**config.mk**
```make
export PLATFORM = sky130hd
export DESIGN_NAME = uart_tx
export DESIGN_NICKNAME = d
export VERILOG_FILES = /design/src/rtl/uart_pkg.sv /design/src/rtl/sync_fifo.sv /design/src/rtl/uart_tx.sv
export SDC_FILE = /design/constraint.sdc
export NUM_CORES = 1
export LEC_CHECK = 0
export ABC_AREA = 1
export CAP_MARGIN = 10
export CORE_MARGIN = 2
export CORE_UTILIZATION = 30
export DETAILED_ROUTE_END_ITERATION = 7
export GPL_TIMING_DRIVEN = 0
export PLACE_DENSITY_LB_ADDON = 0.1
export SLEW_MARGIN = 20
export SYNTH_ARGS = -nofsm -noshare
export SYNTH_HDL_FRONTEND = slang
export SYNTH_SLANG_ARGS = --single-unit
```
**constraint.sdc**
```tcl
create_clock -name clk -period 3.1 [get_ports clk]
set_input_delay 0.62 -clock clk [delete_from_list [all_inputs] [get_ports clk]]
set_output_delay 0.62 -clock clk [all_outputs]
set_load 0.02 [all_outputs]
```
**src/rtl/uart_pkg.sv**
```systemverilog
// Shared register offsets, STATUS/CTRL bit positions and shifter states for uart_tx.
package uart_pkg;

  localparam logic [1:0] UART_DATA   = 2'd0;
  localparam logic [1:0] UART_STATUS = 2'd1;
  localparam logic [1:0] UART_CTRL   = 2'd2;
  localparam logic [1:0] UART_DIV    = 2'd3;

  localparam int STAT_FULL    = 0;
  localparam int STAT_EMPTY   = 1;
  localparam int STAT_BUSY    = 2;
  localparam int STAT_OVF     = 3;
  localparam int STAT_CNT_LSB = 8;

  localparam int CTRL_TX_EN  = 0;
  localparam int CTRL_IRQ_EN = 1;

  typedef enum logic [1:0] {
    IDLE  = 2'd0,
    START = 2'd1,
    DATA  = 2'd2,
    STOP  = 2'd3
  } tx_state_e;

endpackage

```
**src/rtl/sync_fifo.sv**
```systemverilog
// Single-clock FIFO with wrap-around pointers carrying an extra MSB to tell full from empty.
module sync_fifo #(
  parameter int WIDTH = 8,
  parameter int DEPTH = 8,
  localparam int AW   = $clog2(DEPTH)
) (
  input  logic             clk_i,
  input  logic             rst_ni,
  input  logic             push_i,
  input  logic             pop_i,
  input  logic [WIDTH-1:0] wdata_i,
  output logic [WIDTH-1:0] rdata_o,
  output logic             full_o,
  output logic             empty_o,
  output logic [AW:0]      count_o
);

  logic [WIDTH-1:0] mem_q [DEPTH];
  logic [AW:0]      wr_ptr_q, wr_ptr_d;
  logic [AW:0]      rd_ptr_q, rd_ptr_d;
  logic             do_push, do_pop;

  assign full_o  = (wr_ptr_q[AW] != rd_ptr_q[AW]) && (wr_ptr_q[AW-1:0] == rd_ptr_q[AW-1:0]);
  assign empty_o = (wr_ptr_q == rd_ptr_q);
  assign count_o = wr_ptr_q - rd_ptr_q;
  assign rdata_o = mem_q[rd_ptr_q[AW-1:0]];

  assign do_push = push_i && !full_o;
  assign do_pop  = pop_i && !empty_o;

  always_comb begin
    wr_ptr_d = wr_ptr_q;
    rd_ptr_d = rd_ptr_q;
    if (do_push) wr_ptr_d = wr_ptr_q + 1'b1;
    if (do_pop)  rd_ptr_d = rd_ptr_q + 1'b1;
  end

  always_ff @(posedge clk_i or negedge rst_ni) begin
    if (!rst_ni) begin
      wr_ptr_q <= '0;
      rd_ptr_q <= '0;
    end else begin
      wr_ptr_q <= wr_ptr_d;
      rd_ptr_q <= rd_ptr_d;
    end
  end

  // Storage needs no reset; the pointers alone define validity.
  always_ff @(posedge clk_i) begin
    if (do_push) mem_q[wr_ptr_q[AW-1:0]] <= wdata_i;
  end

endmodule

```
**src/rtl/uart_tx.sv**
```systemverilog
// Memory-mapped 8N1 UART transmitter: register file, byte FIFO, bit-time down-counter and shifter.
//   state | meaning
//   IDLE  | line high, waiting for tx_en and a queued byte
//   START | start bit (0) for one bit time
//   DATA  | eight data bits, LSB first
//   STOP  | stop bit (1); chains straight into START when more bytes wait
module uart_tx
  import uart_pkg::*;
#(
  parameter int          FIFO_DEPTH = 8,
  parameter logic [15:0] DIV_RESET  = 16'd434
) (
  input  logic        clk,
  input  logic        reset,
  input  logic        uartwr,
  input  logic [31:0] addr,
  input  logic [31:0] din,
  output logic [31:0] dout,
  output logic        irq,
  input  logic        resetirq,
  output logic        txd
);

  localparam int CW = $clog2(FIFO_DEPTH) + 1;

  tx_state_e   state_q, state_d;
  logic [15:0] cnt_q, cnt_d;
  logic [15:0] div_lat_q, div_lat_d;
  logic [2:0]  bit_q, bit_d;
  logic [7:0]  shift_q, shift_d;
  logic        txd_q, txd_d;
  logic        irq_q, irq_d;
  logic        ovf_q, ovf_d;
  logic        tx_en_q, tx_en_d;
  logic        irq_en_q, irq_en_d;
  logic [15:0] div_q, div_d;

  logic          wr_data, wr_ctrl, wr_div;
  logic          fifo_push, fifo_pop, fifo_full, fifo_empty;
  logic [7:0]    fifo_rdata;
  logic [CW-1:0] fifo_count;
  logic          load, irq_set;
  logic [15:0]   div_now;
  logic [31:0]   status;

  logic unused_ok;
  assign unused_ok = ^{addr[31:4], addr[1:0], din[31:16]};

  assign wr_data   = uartwr && (addr[3:2] == UART_DATA);
  assign wr_ctrl   = uartwr && (addr[3:2] == UART_CTRL);
  assign wr_div    = uartwr && (addr[3:2] == UART_DIV);
  assign fifo_push = wr_data && !fifo_full;

  sync_fifo #(.WIDTH(8), .DEPTH(FIFO_DEPTH)) u_fifo (
    .clk_i   (clk),
    .rst_ni  (reset),
    .push_i  (fifo_push),
    .pop_i   (fifo_pop),
    .wdata_i (din[7:0]),
    .rdata_o (fifo_rdata),
    .full_o  (fifo_full),
    .empty_o (fifo_empty),
    .count_o (fifo_count)
  );

  always_comb begin
    tx_en_d  = tx_en_q;
    irq_en_d = irq_en_q;
    div_d    = div_q;
    ovf_d    = ovf_q;
    if (wr_ctrl) begin
      tx_en_d  = din[CTRL_TX_EN];
      irq_en_d = din[CTRL_IRQ_EN];
      ovf_d    = 1'b0;
    end
    if (wr_div) div_d = din[15:0];
    if (wr_data && fifo_full) ovf_d = 1'b1;
  end

  // A zero divisor would never expire the counter, so it behaves as 1.
  assign div_now = (div_q == 16'd0) ? 16'd1 : div_q;

  always_comb begin
    state_d   = state_q;
    cnt_d     = cnt_q;
    div_lat_d = div_lat_q;
    bit_d     = bit_q;
    shift_d   = shift_q;
    txd_d     = txd_q;
    load      = 1'b0;
    irq_set   = 1'b0;
    fifo_pop  = 1'b0;
    case (state_q)
      IDLE: begin
        txd_d = 1'b1;
        if (tx_en_q && !fifo_empty) load = 1'b1;
      end
      START: begin
        if (cnt_q == 16'd0) begin
          state_d = DATA;
          cnt_d   = div_lat_q - 16'd1;
          bit_d   = 3'd0;
          txd_d   = shift_q[0];
        end else begin
          cnt_d = cnt_q - 16'd1;
        end
      end
      DATA: begin
        if (cnt_q == 16'd0) begin
          cnt_d = div_lat_q - 16'd1;
          if (bit_q == 3'd7) begin
            state_d = STOP;
            txd_d   = 1'b1;
          end else begin
            shift_d = {1'b0, shift_q[7:1]};
            txd_d   = shift_q[1];
            bit_d   = bit_q + 3'd1;
          end
        end else begin
          cnt_d = cnt_q - 16'd1;
        end
      end
      STOP: begin
        if (cnt_q == 16'd0) begin
          if (tx_en_q && !fifo_empty) begin
            load = 1'b1;
          end else begin
            state_d = IDLE;
            txd_d   = 1'b1;
            irq_set = fifo_empty && irq_en_q;
          end
        end else begin
          cnt_d = cnt_q - 16'd1;
        end
      end
      default: state_d = IDLE;
    endcase
    if (load) begin
      fifo_pop  = 1'b1;
      shift_d   = fifo_rdata;
      div_lat_d = div_now;
      cnt_d     = div_now - 16'd1;
      state_d   = START;
      txd_d     = 1'b0;
    end
  end

  // Set is applied last so it wins over a simultaneous clear.
  always_comb begin
    irq_d = irq_q;
    if (resetirq || wr_ctrl) irq_d = 1'b0;
    if (irq_set) irq_d = 1'b1;
  end

  always_ff @(posedge clk or negedge reset) begin
    if (!reset) begin
      state_q   <= IDLE;
      cnt_q     <= '0;
      div_lat_q <= 16'd1;
      bit_q     <= '0;
      shift_q   <= '0;
      txd_q     <= 1'b1;
      irq_q     <= 1'b0;
      ovf_q     <= 1'b0;
      tx_en_q   <= 1'b1;
      irq_en_q  <= 1'b0;
      div_q     <= DIV_RESET;
    end else begin
      state_q   <= state_d;
      cnt_q     <= cnt_d;
      div_lat_q <= div_lat_d;
      bit_q     <= bit_d;
      shift_q   <= shift_d;
      txd_q     <= txd_d;
      irq_q     <= irq_d;
      ovf_q     <= ovf_d;
      tx_en_q   <= tx_en_d;
      irq_en_q  <= irq_en_d;
      div_q     <= div_d;
    end
  end

  always_comb begin
    status                           = '0;
    status[STAT_FULL]                = fifo_full;
    status[STAT_EMPTY]               = fifo_empty;
    status[STAT_BUSY]                = (state_q != IDLE);
    status[STAT_OVF]                 = ovf_q;
    status[STAT_CNT_LSB+3:STAT_CNT_LSB] = 4'(fifo_count);
  end

  always_comb begin
    dout = '0;
    case (addr[3:2])
      UART_DATA:   dout = '0;
      UART_STATUS: dout = status;
      UART_CTRL:   dout = {30'b0, irq_en_q, tx_en_q};
      UART_DIV:    dout = {16'b0, div_q};
      default:     dout = '0;
    endcase
  end

  assign txd = txd_q;
  assign irq = irq_q;

endmodule

```
==> flow_summary_export.csv <==
group,metric,value,unit
grt,grt-ovfl-total,0,
grt,antenna_found_initial,1,
critical_path,cp_common_cell,"clkdlybuf4s50_1",
power,p_int,4.20,mW
yosys,synth_seq_cells,138,
route,vias,5888,
grt,grt_pass1_wl,33.1,mm
yosys,synth_fa_ha_area_share,2.84,%
critical_path,critPathKind,"in -> out",
yosys,synth_top_family_by_area,"simple AND/OR/NAND/NOR gates",
route,dr.pass1.iters,7,
yosys,synthesis.area,0.00731,sq mm
placed_design,io_buffers,39,
clock_tree,cts_buffer_depth,2,
floorplan,initial_core_util,30.3,%
route,wire_per_inst,16.2,microns
timing,skew,0.0137,ns
floorplan,die_w,160,microns
power,power_density,793,mW/mm^2
placed_design,place.gp.congestion,0.815,
yosys,ys.flop_type,"dfrtp_1",
yosys,synthTopCellsByArea,"edfxtp_1 (26%), dfrtp_1 (23%), nand2_1 (11%)",
placed_design,pre_cts_slack,-0.307,ns
yosys,yosysTopAreaCell,"edfxtp_1",
placed_design,dp_cells,1247,
yosys,synthSimpleGateAreaFrac,25.6,%
timing,fin_crit,2.96,ns
yosys,synth-compound-area-share,9.02,%
critical_path,cp.required,2.48,ns
placed_design,hpwl,15.6,mm
critical_path,path_cells,"clkdlybuf4s50_1, nand2_1, buf_2, nor2_1, clkdlybuf4s50_1",
route,drt_iter0_drc,363,
floorplan,fp.dieH,160,microns
yosys,synth_edf_count,64,
timing,hold_viol,0,
floorplan,row_count,57,
power,switchingPower,2.82,mW
clock_tree,cts_hold_buf,0,
layout,nets,1028,
run,maxCapViolCount,0,
layout,num_antenna_cells,0,
timing,worst_slew_pin_slew,0.876,ns
clock_tree,numCtsBuffers,17,
yosys,avgSynthCellArea,8.42,sq um
yosys,synthXorXnorAreaFrac,3.72,%
grt,grt_start_max_net_pins,53,
grt,grt_pass1_vias,5720,
floorplan,core,0.0241,sq mm
power,comb_power_share,32.7,%
timing,layout_setup_ws,0.136,ns
yosys,yosys_warnings,0,
clock_tree,clk_pin_slew,0.07,ns
critical_path,worstPathArrival,2.34,ns
clock_tree,htree_levels,4,
floorplan,dieArea,0.0256,sq mm
layout,fin_cells,1281,
route,wirelength,20.8,mm
critical_path,crit_path_end_kind,"output port",
power,sequentialPowerShare,37.8,%
yosys,syn_inst,868,
timing,maxSlewViolCount,0,
yosys,synth_top_area_share,26.3,%
floorplan,io_pins,102,
timing,setup_violations,0,
power,clkPwrFrac,29.6,%
layout,regArea,0.00379,sq mm
timing,max_slew_margin,41.4,%
clock_tree,clock_latency,0.43,ns
route,remaining_drc_errors,0,
yosys,yosysUniqueCellTypes,41,
critical_path,worst_setup_path_start_kind,"input pin",
yosys,muxShareOfSynthArea,0,%
clock_tree,cts_sinks,138,
route,ant_nets,0,
power,switching_share,40.1,%
route,vias_per_cell,4.60,
critical_path,critical-path-max-stage-delay,0.61,ns
critical_path,cp_max_fo,10,
yosys,async_flop_share,53.6,%
status,status,"finished, final reports clean",
grt,gr-usage-all-layers,16.8,%
power,vdd_drop_max,0.000307,V
power,p_leak,3.83,nW
timing,final.period_utilization,95.6,%
timing,max_freq,337,MHz
critical_path,r2r_cells,15,
layout,drive_gt1_share,9.40,%
layout,area_growth,21.0,%
layout,multi_input_area,0.00307,sq mm
worst_hold_path,hold_path_class,"in -> async",
critical_path,slowest_stage,"clkdlybuf4s50_1",
clock_tree,cts_tree,"done",
timing,rsz0062_at_grt,"no",
clock_tree,cts_root_buf,"clkbuf_16",
yosys,yosysSeqAreaShare,51.8,%
layout,fillers,2594,
stage by stage:
| stage | TNS (ns) | utilization, % | hold slack [ns] | area (sq um) | power (mW) |
|---|---|---|---|---|---|
| 3_3_place_gp | -125.46 | 33.8 | 0.469 | 8160 | 4.98 |
| 5_1_grt | 0 | 36.7 | 0.116 | 8840 | 7.55 |
| 3_5_place_dp | -17.96 | 34.0 | 0.472 | 8180 | 4.98 |
| 6_report | 0 | 36.7 | 0.105 | 8840 | 7.02 |
| 2_1_floorplan | 0 | - | 0.324 | 7360 | 4.22 |
| 4_1_cts | 0 | 36.6 | 0.103 | 8820 | 7.08 |
cells in the final DEF, fill, tap and decap left out, types with 2 or more instances in the layout:
master / Yosys / routed
o221ai_1: 2 / 2
dlygate4sd2_1: 0 / 5
edfxtp_1: 64 / 64
nand2_4: 2 / 2
xnor2_1: 5 / 5
buf_2: 2 / 3
dfstp_2: 8 / 8
nand2_2: 3 / 3
clkdlybuf4s50_1: 0 / 33
or2_2: 2 / 2
nor3_1: 4 / 4
dfrtp_1: 66 / 64
inv_1: 71 / 70
nand3b_1: 3 / 3
clkinv_4: 0 / 3
dfrtp_2: 0 / 2
buf_4: 18 / 23
conb_1: 1 / 16
o21a_1: 2 / 2
nand3_1: 57 / 57
buf_6: 2 / 2
xor2_1: 26 / 26
o21ai_0: 67 / 67
clkbuf_1: 12 / 9
nor2_1: 145 / 145
nand2_1: 216 / 216
a21oi_1: 25 / 25
o22ai_1: 18 / 18
clkbuf_16: 0 / 17
ha_1: 15 / 15
nand4_1: 12 / 12
clkinv_8: 0 / 10
inv_2: 4 / 3
buf_1: 3 / 3
worst max-delay path: cells and delay by family:
kind	cells	cell delay (ns)
buffers and inverters	3	1.41
and+or+nand+nor	2	0.31
registers in the layout (all words and copies together), names as in the netlist:
| signal | flops |
|---|---|
| txd | 1 |
| u_fifo.wr_ptr_q | 4 |
| state_q | 2 |
| u_fifo.mem_q | 64 |
| tx_en_q | 1 |
| u_fifo.rd_ptr_q | 4 |
| irq | 1 |
| cnt_q | 16 |
| irq_en_q | 1 |
| div_q | 16 |
| div_lat_q | 16 |
| shift_q | 8 |
| ovf_q | 1 |
| bit_q | 3 |
power by group through the flow:
stage / Clock (mW) / Combinational (mW) / Sequential, mW
floorplan: 0 / 1.64 / 2.58
global placement: 0 / 2.29 / 2.69
detailed placement: 0 / 2.30 / 2.68
CTS: 2.13 / 2.30 / 2.66
global route: 2.21 / 2.64 / 2.71
finish: 2.07 / 2.29 / 2.65
routing by layer:
layer	vias up	wire length [microns]	track usage, %
met4	0	219	4.05
li1	2978	-	-
met2	133	9520	26.7
met3	17	775	2.57
met1	2760	10300	24.0
met5	-	0	0
cell usage after synthesis (3+ instances only):
cell type	n
nand2_1	216
nor2_1	145
inv_1	71
o21ai_0	67
dfrtp_1	66
edfxtp_1	64
nand3_1	57
xor2_1	26
a21oi_1	25
buf_4	18
o22ai_1	18
ha_1	15
clkbuf_1	12
nand4_1	12
dfstp_2	8
xnor2_1	5
inv_2	4
nor3_1	4
buf_1	3
nand2_2	3
nand3b_1	3
layout make-up:
| class | instances | area share, % |
|---|---|---|
| clock buffer | 17 | 4.81 |
| timing repair buffer | 44 | 4.97 |
| clock inverter | 15 | 2.36 |
| buffer | 35 | 2.46 |
| inverter | 76 | 3.31 |
| sequential | 138 | 42.8 |
| tap | 324 | 4.58 |
| multi-input combinational | 632 | 34.7 |
what timing repair did:
action | 4_1_cts | 5_1_grt
endpoints found under the setup margin | 107 | 9
gates resized for setup | 9 | 3
buffers inserted | 1 | 3
hold endpoints to repair | 0 | 0
final timing paths:
path	from	endpoint	slack [ns]
worst max-delay path	addr[3]	dout[6]	0.14
worst min-delay path	reset	bit_q[2]$_DFFE_PN0P_	0.11
worst max register to register	div_q[5]$_DFFE_PN1P_	cnt_q[14]$_DFFE_PN0P_	0.43
worst min register to register	u_fifo.wr_ptr_q[3]$_DFFE_PN0P_	u_fifo.wr_ptr_q[3]$_DFFE_PN0P_	0.48
max in group asynchronous	reset	div_q[7]$_DFFE_PN1P_	2.35
min in group clk	u_fifo.wr_ptr_q[3]$_DFFE_PN0P_	u_fifo.wr_ptr_q[3]$_DFFE_PN0P_	0.48
kinds of logic (layout without fill, tap and decap cells):
group	after synthesis	count (layout)
AO/OA/AOI/OAI	120	120
XOR/XNOR	31	31
adder cells (fa/ha/maj)	16	16
buffers and inverters	113	187
flip-flops	138	138
other	1	16
AND/OR/NAND/NOR	449	449
(Power assumes the default switching activity.)
